### config.mk
export PLATFORM = sky130hd
export DESIGN_NAME = zero_count_serial_flat
export DESIGN_NICKNAME = d
export VERILOG_FILES = /design/src/rtl/zero_count_serial_pkg.sv /design/src/rtl/zero_count_serial_if.sv /design/src/rtl/zero_count_serial_sat_acc.sv /design/src/rtl/zero_count_serial.sv /design/src/flat_wrapper.sv
export SDC_FILE = /design/constraint.sdc
export NUM_CORES = 1
export LEC_CHECK = 0
export CORE_AREA = 2 2 68 70
export CTS_BUF_LIST = sky130_fd_sc_hd__clkbuf_8
export DETAILED_ROUTE_END_ITERATION = 16
export DIE_AREA = 0 0 70 72
export GPL_TIMING_DRIVEN = 0
export PLACE_DENSITY = 0.74
export SLEW_MARGIN = 40
export SYNTH_ARGS = -nofsm -noshare
export SYNTH_HDL_FRONTEND = slang
export SYNTH_SLANG_ARGS = --single-unit
### constraint.sdc
create_clock -name clk -period 2.2 [get_ports clk]
set_input_delay 0.55 -clock clk [delete_from_list [all_inputs] [get_ports clk]]
set_output_delay 0.55 -clock clk [all_outputs]
set_load 0.05 [all_outputs]
### src/rtl/zero_count_serial_pkg.sv
`default_nettype none
// ============================================================================
//  Module  : zc_pkg (package)
//  Purpose : Shared types and helpers for the serial zero counter:
//            FSM state encoding, a constant-evaluable clog2 and a plain
//            reference zero-count function.
//  Revision: 1.0  initial release
// ============================================================================
package zc_pkg;

    typedef enum logic [1:0] {
        IDLE  = 2'd0,
        SHIFT = 2'd1,
        DONE  = 2'd2
    } zc_state_t;

    // Ceiling log2; usable in parameter/localparam expressions.
    function automatic int clog2(input int value);
        int result;
        result = 0;
        for (int v = value - 1; v > 0; v = v >> 1) begin
            result = result + 1;
        end
        return result;
    endfunction

    // Number of zero bits in the low 'width' bits of 'word'.
    function automatic int countzeros(input logic [63:0] word, input int width);
        int zeros;
        zeros = 0;
        for (int i = 0; i < width; i++) begin
            if (!word[i]) zeros = zeros + 1;
        end
        return zeros;
    endfunction

endpackage
`default_nettype wire

### src/rtl/zero_count_serial_if.sv
`default_nettype none
// ============================================================================
//  Module  : zero_count_serial_if
//  Purpose : Valid/ready word input and valid/ready count output of the
//            serial zero counter.
//  Ports   : in_valid/in_ready/in_data   word channel (source -> counter)
//            out_valid/out_ready/out_count result channel (counter -> sink)
//  Modports: master = word source / result sink, slave = counter
//  Revision: 1.0  initial release
// ============================================================================
interface zero_count_serial_if #(
    parameter int DATA_W = 8,
    parameter int CNT_W  = 4
);
    logic              in_valid;
    logic              in_ready;
    logic [DATA_W-1:0] in_data;
    logic              out_valid;
    logic              out_ready;
    logic [CNT_W-1:0]  out_count;

    modport master (
        output in_valid, in_data, out_ready,
        input  in_ready, out_valid, out_count
    );

    modport slave (
        input  in_valid, in_data, out_ready,
        output in_ready, out_valid, out_count
    );
endinterface
`default_nettype wire

### src/rtl/zero_count_serial_sat_acc.sv
`default_nettype none
// ============================================================================
//  Module  : zc_sat_acc
//  Purpose : Saturating running total. Adds add_val when add_en is high;
//            clear forces zero and takes priority over an add in the same
//            cycle. Once saturated the total stays at all-ones until clear.
//  Ports   : clk, rst (async, active-high), clear (sync), add_en,
//            add_val[CNT_W], total[TOT_W]
//  Revision: 1.0  initial release
// ============================================================================
module zc_sat_acc #(
    parameter int TOT_W = 16,
    parameter int CNT_W = 4
) (
    input  wire logic             clk,
    input  wire logic             rst,
    input  wire logic             clear,
    input  wire logic             add_en,
    input  wire logic [CNT_W-1:0] add_val,
    output logic      [TOT_W-1:0] total
);

    logic [TOT_W-1:0] r_total;
    logic [TOT_W:0]   w_sum;

    // One extra bit catches the carry that signals overflow.
    always_comb begin
        w_sum = {1'b0, r_total} + (TOT_W+1)'(add_val);
    end

    always_ff @(posedge clk or posedge rst) begin
        if (rst) begin
            r_total <= '0;
        end else if (clear) begin
            r_total <= '0;
        end else if (add_en) begin
            r_total <= w_sum[TOT_W] ? {TOT_W{1'b1}} : w_sum[TOT_W-1:0];
        end
    end

    assign total = r_total;

endmodule
`default_nettype wire

### src/rtl/zero_count_serial.sv
`default_nettype none
// ============================================================================
//  Module  : zero_count_serial
//  Purpose : Accepts one DATA_W-bit word, examines it one bit per clock and
//            presents its zero-bit count on a valid/ready output. Keeps a
//            saturating running total of all consumed counts.
//  Ports   : clk        clock, rising edge
//            rst        asynchronous active-high reset
//            bus        slave side of zero_count_serial_if (word in, count out)
//            clear      synchronous clear of total (wins over an add)
//            total      saturating sum of consumed counts
//            busy       high while shifting or holding a result
//  Revision: 1.0  initial release
// ============================================================================
module zero_count_serial
    import zc_pkg::*;
#(
    parameter int DATA_W = 8,
    parameter int CNT_W  = 4,
    parameter int TOT_W  = 16
) (
    input  wire logic             clk,
    input  wire logic             rst,
    zero_count_serial_if.slave    bus,
    input  wire logic             clear,
    output logic      [TOT_W-1:0] total,
    output logic                  busy
);

    localparam int BIT_W = (clog2(DATA_W) < 1) ? 1 : clog2(DATA_W);

    if (CNT_W < clog2(DATA_W + 1)) begin : g_cnt_w_check
        $error("zero_count_serial: CNT_W too small to hold a count of DATA_W");
    end

    zc_state_t         r_state;
    zc_state_t         w_state_nxt;
    logic [DATA_W-1:0] r_shreg;
    logic [BIT_W-1:0]  r_bitcnt;
    logic [CNT_W-1:0]  r_cnt;

    logic w_in_ready;
    logic w_out_valid;
    logic w_busy;
    logic w_accept;
    logic w_out_fire;
    logic w_last_bit;

    assign w_accept   = w_in_ready & bus.in_valid;
    assign w_out_fire = w_out_valid & bus.out_ready;
    assign w_last_bit = (r_bitcnt == BIT_W'(DATA_W - 1));

    always_ff @(posedge clk or posedge rst) begin
        if (rst) begin
            r_state <= IDLE;
        end else begin
            r_state <= w_state_nxt;
        end
    end

    always_comb begin
        w_state_nxt = r_state;
        w_in_ready  = 1'b0;
        w_out_valid = 1'b0;
        w_busy      = 1'b0;
        case (r_state)
            IDLE: begin
                w_in_ready = 1'b1;
                if (bus.in_valid) w_state_nxt = SHIFT;
            end
            SHIFT: begin
                w_busy = 1'b1;
                if (w_last_bit) w_state_nxt = DONE;
            end
            DONE: begin
                w_busy      = 1'b1;
                w_out_valid = 1'b1;
                if (bus.out_ready) w_state_nxt = IDLE;
            end
            default: begin
                w_state_nxt = IDLE;
            end
        endcase
    end

    // Datapath: load on acceptance, then consume LSB-first, one bit per cycle.
    // In DONE nothing changes, so the count stays stable under backpressure.
    always_ff @(posedge clk or posedge rst) begin
        if (rst) begin
            r_shreg  <= '0;
            r_bitcnt <= '0;
            r_cnt    <= '0;
        end else if (w_accept) begin
            r_shreg  <= bus.in_data;
            r_bitcnt <= '0;
            r_cnt    <= '0;
        end else if (r_state == SHIFT) begin
            r_cnt    <= r_cnt + {{(CNT_W-1){1'b0}}, ~r_shreg[0]};
            r_shreg  <= r_shreg >> 1;
            r_bitcnt <= r_bitcnt + 1'b1;
        end
    end

    zc_sat_acc #(
        .TOT_W (TOT_W),
        .CNT_W (CNT_W)
    ) u_sat_acc (
        .clk     (clk),
        .rst     (rst),
        .clear   (clear),
        .add_en  (w_out_fire),
        .add_val (r_cnt),
        .total   (total)
    );

    assign bus.in_ready  = w_in_ready;
    assign bus.out_valid = w_out_valid;
    assign bus.out_count = r_cnt;
    assign busy          = w_busy;

endmodule
`default_nettype wire
### src/flat_wrapper.sv
// flat-port wrapper written by rule: the top's interface ports become plain ports
module zero_count_serial_flat import zc_pkg::*;
#(
    parameter int DATA_W = 8,
    parameter int CNT_W  = 4,
    parameter int TOT_W  = 16
)
  (clk, rst, clear, total, busy, bus_in_valid, bus_in_data, bus_out_ready, bus_in_ready, bus_out_valid, bus_out_count);
  zero_count_serial_if #(.DATA_W(DATA_W), .CNT_W(CNT_W)) bus_i ();
  input  wire logic clk;
  input  wire logic rst;
  input  wire logic clear;
  output logic      [TOT_W-1:0] total;
  output logic busy;
  input wire logic [$bits(bus_i.in_valid)-1:0] bus_in_valid;
  input wire logic [$bits(bus_i.in_data)-1:0] bus_in_data;
  input wire logic [$bits(bus_i.out_ready)-1:0] bus_out_ready;
  output wire logic [$bits(bus_i.in_ready)-1:0] bus_in_ready;
  output wire logic [$bits(bus_i.out_valid)-1:0] bus_out_valid;
  output wire logic [$bits(bus_i.out_count)-1:0] bus_out_count;
  assign bus_i.in_valid = bus_in_valid;
  assign bus_i.in_data = bus_in_data;
  assign bus_i.out_ready = bus_out_ready;
  assign bus_in_ready = bus_i.in_ready;
  assign bus_out_valid = bus_i.out_valid;
  assign bus_out_count = bus_i.out_count;
  zero_count_serial #(.DATA_W(DATA_W), .CNT_W(CNT_W), .TOT_W(TOT_W)) u_core (.clk(clk), .rst(rst), .bus(bus_i), .clear(clear), .total(total), .busy(busy));
endmodule
# Word level (Yosys, flattened, before mapping)
# Cells that the tools add are included.
# W data, S select, Z words.
dict set report word_totals {
  in_bits 13
  output_inout_bits 23
  register_bits 33
}
dict set report classes {
  bitwise 3
  muxes 16
  eq_ne 6
  reduce_logical 5
  n_addsub 3
}
# cell count
set ops {}
lappend ops {{$mux W16} 3}
lappend ops {{$add A16 B4 Y17} 1}
lappend ops {{$mux W8} 2}
lappend ops {{$mux W4} 2}
lappend ops {{$mux W2} 3}
lappend ops {{$mux W3} 2}
lappend ops {{$pmux W2 S3} 1}
lappend ops {{$add A4 B1 Y4} 1}
lappend ops {{$ne A2 B2 Y1 const B} 2}
lappend ops {{$reduce_bool A2 Y1} 2}
lappend ops {{$add A3 B1 Y3 const B} 1}
lappend ops {{$eq A3 B3 Y1 const B} 1}
lappend ops {{$mux W1} 3}
lappend ops {{$reduce_and A3 Y1} 1}
lappend ops {{$and A1 B1 Y1} 2}
lappend ops {{$eq A2 B1 Y1 const B} 1}
lappend ops {{$eq A2 B2 Y1 const B} 1}
lappend ops {{$logic_not A2 Y1} 1}
lappend ops {{$ne A2 B1 Y1 const B} 1}
lappend ops {{$reduce_or A2 Y1} 1}
lappend ops {{$not A1 Y1} 1}

# Depth between registers and ports, before layout
# Gate-level depths: netlist of run 1.
dict set report depth {
  ltp_word 5
  mapped_depth 7
}

# Cells and area by module
# From an unflattened synthesis of run 1, not the netlist that was laid out.
dict set report hier_totals {
  hier_cells 193
  area_unflattened_um2 1961.9
}
# module instances cells_each area_each_um2
set modules_own_cells {}
lappend modules_own_cells {zc_sat_acc 1 112 1089.8}
lappend modules_own_cells {zero_count_serial 1 81 872.1}

# Worst setup path before layout of run 1
# No wires, ideal clock.
dict set report synth_path {
  path_kind {reg2reg}
  startpoint {register u_core.r_cnt[0] (netlist: u_core.bus.out_count[0])}
  endpoint {register u_core.u_sat_acc.r_total[7] (netlist: u_core.u_sat_acc.total[7])}
  t_arrival_ns 2.120
  setup_slack_ns -0.024
  n_path_buf 0
  path_stages_with_launch 7
  cell_sequence {dfrtp_1 > ha_1 > fa_1 > nand3_2 > a2111oi_4 > nand2_2 > a221oi_1}
}
dict set report synth_between {
  elab_chain_cells 4
}
# element line
set synth_lines {}
lappend synth_lines {{start, declared} zero_count_serial.sv:40} ;# logic [CNT_W-1:0] r_cnt;
lappend synth_lines {{start signal, assigned} zero_count_serial.sv:98} ;# r_cnt <= r_cnt + {{(CNT_W-1){1'b0}}, ~r_shreg[0]};
lappend synth_lines {{$add A16 B4 Y17} zero_count_serial_sat_acc.sv:28} ;# w_sum = {1'b0, r_total} + (TOT_W+1)'(add_val);
lappend synth_lines {{$mux W16} zero_count_serial_sat_acc.sv:37} ;# r_total <= w_sum[TOT_W] ? {TOT_W{1'b1}} : w_sum[TOT_W-1:0];
lappend synth_lines {{$mux W16} zero_count_serial_sat_acc.sv:36} ;# end else if (add_en) begin
lappend synth_lines {{$mux W16} zero_count_serial_sat_acc.sv:34} ;# end else if (clear) begin
lappend synth_lines {{end signal, assigned} zero_count_serial_sat_acc.sv:37}
lappend synth_lines {{end, declared} zero_count_serial_sat_acc.sv:23} ;# logic [TOT_W-1:0] r_total;
# No other way between the ends. The select of a mux whose other input is x is not followed.
# A chain may end at the register's enable or synchronous reset.

# Worst setup path in the final report of run 1
dict set report layout_path {
  startpoint {register u_core.u_sat_acc.r_total[7] (netlist: u_core.u_sat_acc.total[7])}
  endpoint {output port total[7]}
}
# element line
set layout_lines {}
lappend layout_lines {{end, declared} flat_wrapper.sv:13} ;# output logic [TOT_W-1:0] total;
# No word-level cell between the ends.

==> impl_metrics.json, run 1 <==
{
  "slew_violations": 0,
  "hold_viol": 0,
  "viasPerCell": 5.60,
  "syn_nets": 211,
  "cp_max_fo": 8,
  "cpLargestDelayFamily": "buffers and inverters",
  "path_cells": "clkdlybuf4s50_1",
  "initial_core_util_pct": 43.9,
  "cts_buffers": 5,
  "die_area_um2": 5040,
  "crit_type": "register to output pin",
  "gr-usage-all-layers_pct": 16.7,
  "clk_pin_slew_worst_paths_ns": 0.07,
  "min_path_type": "register to register",
  "routedWlPerCell_um": 14.3,
  "peakVddDrop_mv": 0.866,
  "final_cells": 284,
  "yosysSeqAreaShare_pct": 44.1,
  "report.final.setup_viol": 0,
  "fp.dieW_um": 70,
  "yosys_warnings": 0,
  "avgSynthCellArea_um2": 10.1,
  "whs_ns": 0.533,
  "maxSlewHeadroom_pct": 54.5,
  "final_cell_mix": "clkdlybuf4s50_1 (31), dfrtp_1 (31), o21ai_0 (15), nand2_1 (13), a21oi_1 (12)",
  "critPathBufInv": 1,
  "end_kind": "output pin",
  "syn2layout_area_growth_pct": 31.3,
  "max_stage_delay_ns": 0.85,
  "power_leakage_nw": 1.07,
  "clkLatencyLatePin_ns": 0.28,
  "tns_ns": 0,
  "finalCritPeriodShare_pct": 97.6,
  "power_mw": 2.31,
  "critPathArrivalTime_ns": 1.60,
  "cts_root_buf": "clkbuf_8",
  "fin_nets": 256,
  "tightest_slew_ns": 0.682,
  "powerDensity_nw_per_um2": 938,
  "clkSinkCount": 33,
  "synth.ff_latch_count": 33,
  "gr-total-overflow": 0,
  "core_area_um2": 4260,
  "grt_max_degree": 34,
  "route.vias.total": 1591,
  "ant_nets": 0,
  "max_freq_mhz": 466,
  "syn_area_um2": 1870,
  "gp_congestion": 0.826,
  "cts_max_path_buffers": 2,
  "place_hpwl_mm": 2.91,
  "port_buffers": 35,
  "firstDrtPassIters": 4,
  "drive_gt1_share_pct": 14.2,
  "finalClockSkew_ns": 0.00591,
  "diodes": 0,
  "status": "finished clean",
  "drt_iter0_markers": 93,
  "design_area_um2": 2460,
  "antenna_found_initial": 0,
  "num_rows": 24,
  "min_period_ns": 2.15,
  "fp.dieH_um": 72,
  "grt_pass1_vias": 1531,
  "required_ns": 1.65,
  "routed_wl_mm": 4.07,
  "cts_htree_levels": 2,
  "grt_pass1_wl_mm": 6.78,
  "place_inst": 273,
  "synthCells": 186,
  "cap_violations": 0,
  "placedInstanceArea_um2": 2290,
  "crit_path_top_delay_cell": "clkdlybuf4s50_1",
  "tritoncts": "done",
  "io_pins": 36,
  "drc": 0,
  "start_kind": "register",
  "yosysUniqueCellTypes": 46
}
-- metal layers --
metal	global-route usage, %	routed length [µm]
met2	29.0	1920
met5	0	0
met4	5.98	89
met1	20.7	1850
met3	3.75	212
-- synth_stat cells, drive strengths merged --
cell type | number | area, µm²
a211oi | 5 | 37.5
a311oi | 3 | 26.3
xor2 | 3 | 26.3
o21bai | 1 | 7.51
buf | 3 | 15.0
nand3 | 4 | 25.0
a221oi | 1 | 8.76
mux2i | 11 | 110
and3b | 1 | 8.76
dfrtp | 33 | 826
or4 | 1 | 7.51
a31oi | 9 | 56.3
nor4 | 1 | 6.26
a21oi | 13 | 76.3
a41o | 1 | 10.0
o21ai | 16 | 80.1
and3 | 4 | 27.5
nor2 | 10 | 37.5
clkbuf | 4 | 15.0
nor3 | 5 | 25.0
a21o | 1 | 7.51
and4 | 2 | 18.8
nand4 | 3 | 25.0
and2 | 3 | 20.0
ha | 11 | 138
o31ai | 1 | 7.51
nand2b | 1 | 6.26
inv | 10 | 37.5
xnor2 | 2 | 17.5
o211ai | 1 | 7.51
fa | 1 | 20.0
o21ba | 1 | 10.0
a2111oi | 2 | 36.3
a21boi | 2 | 15.0
nand2 | 14 | 55.1
mux2 | 1 | 11.3
a22oi | 1 | 7.51
-- tightest hold or removal path: stages, from the launching register on --
cell and delay (ns):
dfrtp_1 0.35, mux2i_1 0.07, nor2_1 0.08
-- path summary, 6_finish.rpt --
check                                           from                          to  cells past startpoint  slack (ns)
hold / removal                    u_core.r_bitcnt[1]          u_core.r_bitcnt[1]                      2        0.53
setup reg to reg             u_core.bus.out_count[0]  u_core.u_sat_acc.total[11]                      7        0.08
min in group asynchronous                        rst           u_core.r_shreg[7]                      2        0.69
hold reg to reg                   u_core.r_bitcnt[1]          u_core.r_bitcnt[1]                      2        0.53
max in group asynchronous                        rst     u_core.bus.out_count[0]                      2        1.02
setup / recovery           u_core.u_sat_acc.total[7]                    total[7]                      1        0.05
-- registers in the layout, summed over array words and instances, names as in the netlist --
name	count
u_core.u_sat_acc.total	16
u_core.r_shreg	8
u_core.bus.out_count	4
u_core.r_bitcnt	3
u_core.r_state	2
-- stage by stage --
stage,setup WS [ns],utilization (%)
after floorplan,0.0568,-
after global placement,-0.163,53.7
after detailed placement,-0.182,53.7
after CTS,0.0148,55.6
after global routing,-0.0226,57.7
final,0.0530,57.7
-- repair_timing --
action	CTS	global route
setup endpoints to repair	3	11
resized for setup	3	12
pin swaps	0	3
hold buffers	0	0
setup buffers	0	3
-- report_power, final --
part	total (mW)	switching (mW)	leakage, nW	internal, mW
registers	0.875	0.118	0.438	0.757
clock network	0.428	0.214	0.0491	0.214
logic	1.00	0.614	0.580	0.390
-- logic make-up (layout without fill, tap and decap cells) --
family / after synthesis / after routing / synth area share (%)
adders and majority gates: 12 / 12 / 8.42
xor gates and xnor gates: 5 / 5 / 2.34
buffers and inverters: 17 / 63 / 3.61
and+or+nand+nor: 49 / 49 / 14.0
DFF: 33 / 33 / 44.1
AOI/OAI and AO/OA: 58 / 58 / 21.0
muxes: 12 / 12 / 6.48
-- cell type report --
cell class,instances,area (µm²)
plain buffers,7,30.0
clock buffers,5,68.8
clock inverters,3,13.8
fillers,385,1810
inverters,10,37.5
multi-input cells,136,1040
flip-flops and latches,33,828
well taps,52,65.1
repair buffers,38,372
Note: power is estimated with default switching activity, not from simulation.
==> run 2, diff against run 1 <==
--- a/config.mk
+++ b/config.mk
@@ -6,7 +6,6 @@
 export NUM_CORES = 1
 export LEC_CHECK = 0
 export CORE_AREA = 2 2 68 70
-export CTS_BUF_LIST = sky130_fd_sc_hd__clkbuf_8
 export DETAILED_ROUTE_END_ITERATION = 16
 export DIE_AREA = 0 0 70 72
 export GPL_TIMING_DRIVEN = 0
==> constraint.sdc (replaced) <==
create_clock -name clk -period 2.77 [get_ports clk]
set_input_delay 0.6925 -clock clk [delete_from_list [all_inputs] [get_ports clk]]
set_output_delay 0.6925 -clock clk [all_outputs]
set_load 0.05 [all_outputs]
==> run 2 against run 1 <==
Flip-flop and latch count is the same. First-iteration DRC count decreased by 2.2%. Final cell count shrank 1.1%. Setup slack gained 0.21 ns. Design area shrank 2.8%. Total power down 18%.
==> impl_metrics.json, run 2 (synthesis results as in run 1) <==
{
  "crit_type": "register to output pin",
  "viasPerCell": 5.56,
  "dp_slack_ns": 0.263,
  "drive_gt1_share_pct": 10.0,
  "ant_nets": 0,
  "report.final.setup_viol": 0,
  "gr-total-overflow": 0,
  "hold_buffers": 0,
  "cts_resized": 0,
  "peakVddDrop_mv": 0.740,
  "place_inst": 273,
  "r2r-end": "u_core.u_sat_acc.total[8]",
  "tritoncts": "done",
  "grt_pass1_wl_mm": 6.82,
  "max_freq_mhz": 399,
  "fp.dieW_um": 70,
  "powerDensity_nw_per_um2": 790,
  "rr_startpoint": "u_core.bus.out_count[0]",
  "slew_violations": 0,
  "antenna_found_initial": 0,
  "drc": 0,
  "min_path_type": "register to register",
  "clkSinkCount": 33,
  "placedInstanceArea_um2": 2290,
  "postCtsSetupBuffers": 0,
  "largest_register_ffs": 16,
  "cts_root_buf": "clkbuf_8",
  "min_period_ns": 2.51,
  "hold_viol": 0,
  "io_pins": 36,
  "finalClockSkew_ns": 0.0112,
  "cp_max_fo": 4,
  "place_hpwl_mm": 2.89,
  "reg2reg_slack_ns": 0.58,
  "start_kind": "register",
  "routedWlPerCell_um": 14.3,
  "num-fill-cells": 395,
  "gp_congestion": 0.815,
  "rsz0062_at_grt": "false",
  "maxSlewHeadroom_pct": 48.3,
  "final_cells": 281,
  "drt_iter0_markers": 91,
  "cp-startpoint": "u_core.r_state[0]",
  "fin_nets": 253,
  "fp.dieH_um": 72,
  "firstDrtPassIters": 4,
  "end_kind": "output pin",
  "num_rows": 24,
  "port_buffers": 35,
  "die_area_um2": 5040,
  "status": "finished clean",
  "power_mw": 1.89,
  "finalCritPeriodShare_pct": 90.6,
  "final_cell_mix": "clkdlybuf4s50_1 (35), dfrtp_1 (33), o21ai_0 (16), nand2_1 (13), a21oi_1 (12)",
  "core_area_um2": 4260,
  "grt_max_degree": 34,
  "initial_core_util_pct": 43.9,
  "clk_pin_slew_worst_paths_ns": 0.06,
  "cts_buffers": 5,
  "critPathArrivalTime_ns": 1.82,
  "gr-usage-all-layers_pct": 16.8,
  "reg2reg_depth": 6,
  "syn2layout_area_growth_pct": 27.6,
  "tightest_slew_ns": 0.771,
  "routed_wl_mm": 4.01,
  "mostFrequentLayoutCell": "clkdlybuf4s50_1",
  "cts_max_path_buffers": 2,
  "power_leakage_nw": 1.03,
  "clkLatencyLatePin_ns": 0.29,
  "design_area_um2": 2390,
  "route.vias.total": 1561,
  "grt_pass1_vias": 1453,
  "cts_htree_levels": 2,
  "worst_slack_ns": 0.261,
  "cap_violations": 0,
  "required_ns": 2.08,
  "diodes": 0,
  "cp-endpoint": "bus_out_valid",
  "tns_ns": 0
}
[run 2: worst min-delay path by stage]
| stage | start | endpoint | cells after the start |
|---|---|---|---|
| finish | u_core.r_bitcnt[1] | u_core.r_bitcnt[1] | 2 |
| detailed placement | u_core.r_bitcnt[1] | u_core.r_bitcnt[1] | 2 |
| global route | u_core.r_state[1] | u_core.r_state[1] | 1 |
| floorplan | u_core.r_bitcnt[1] | u_core.r_bitcnt[1] | 2 |
| global placement | u_core.r_bitcnt[2] | u_core.r_bitcnt[2] | 2 |
| CTS | u_core.r_bitcnt[1] | u_core.r_bitcnt[1] | 2 |
[run 2: final cells by class]
class	instances	area [µm²]	share of cell area, %
tap	52	65.1	2.72
buffer	7	30.0	1.26
multi-input combinational	136	980	41.0
timing repair buffer	35	350	14.7
clock inverter	1	5.00	0.209
sequential	33	826	34.6
clock buffer	7	96.3	4.03
inverter	10	37.5	1.57
[run 2: through the flow]
step | hold WS, ns | utilization (%)
final | 0.533 | 56.0
after CTS | 0.539 | 56.0
after global routing | 0.573 | 56.0
after global placement | 0.508 | 53.7
after detailed placement | 0.525 | 53.7
after floorplan | 0.490 | -
[run 2: per-layer routing]
layer	GRT usage [%]	vias up	routed length (µm)
li1	-	767	-
met4	3.85	0	43
met5	0	-	0
met1	22.1	730	1900
met2	27.8	58	1820
met3	5.00	6	250
[run 2: critical path: stages (launching register included)]
cell,delay (ns)
dfrtp_1,0.40
inv_1,0.09
ha_1,0.22
clkdlybuf4s50_1,0.83
[run 2: report_power, final]
group          switching, mW  internal (mW)
registers             0.0880          0.600
clock network          0.176          0.224
logic                  0.485          0.314
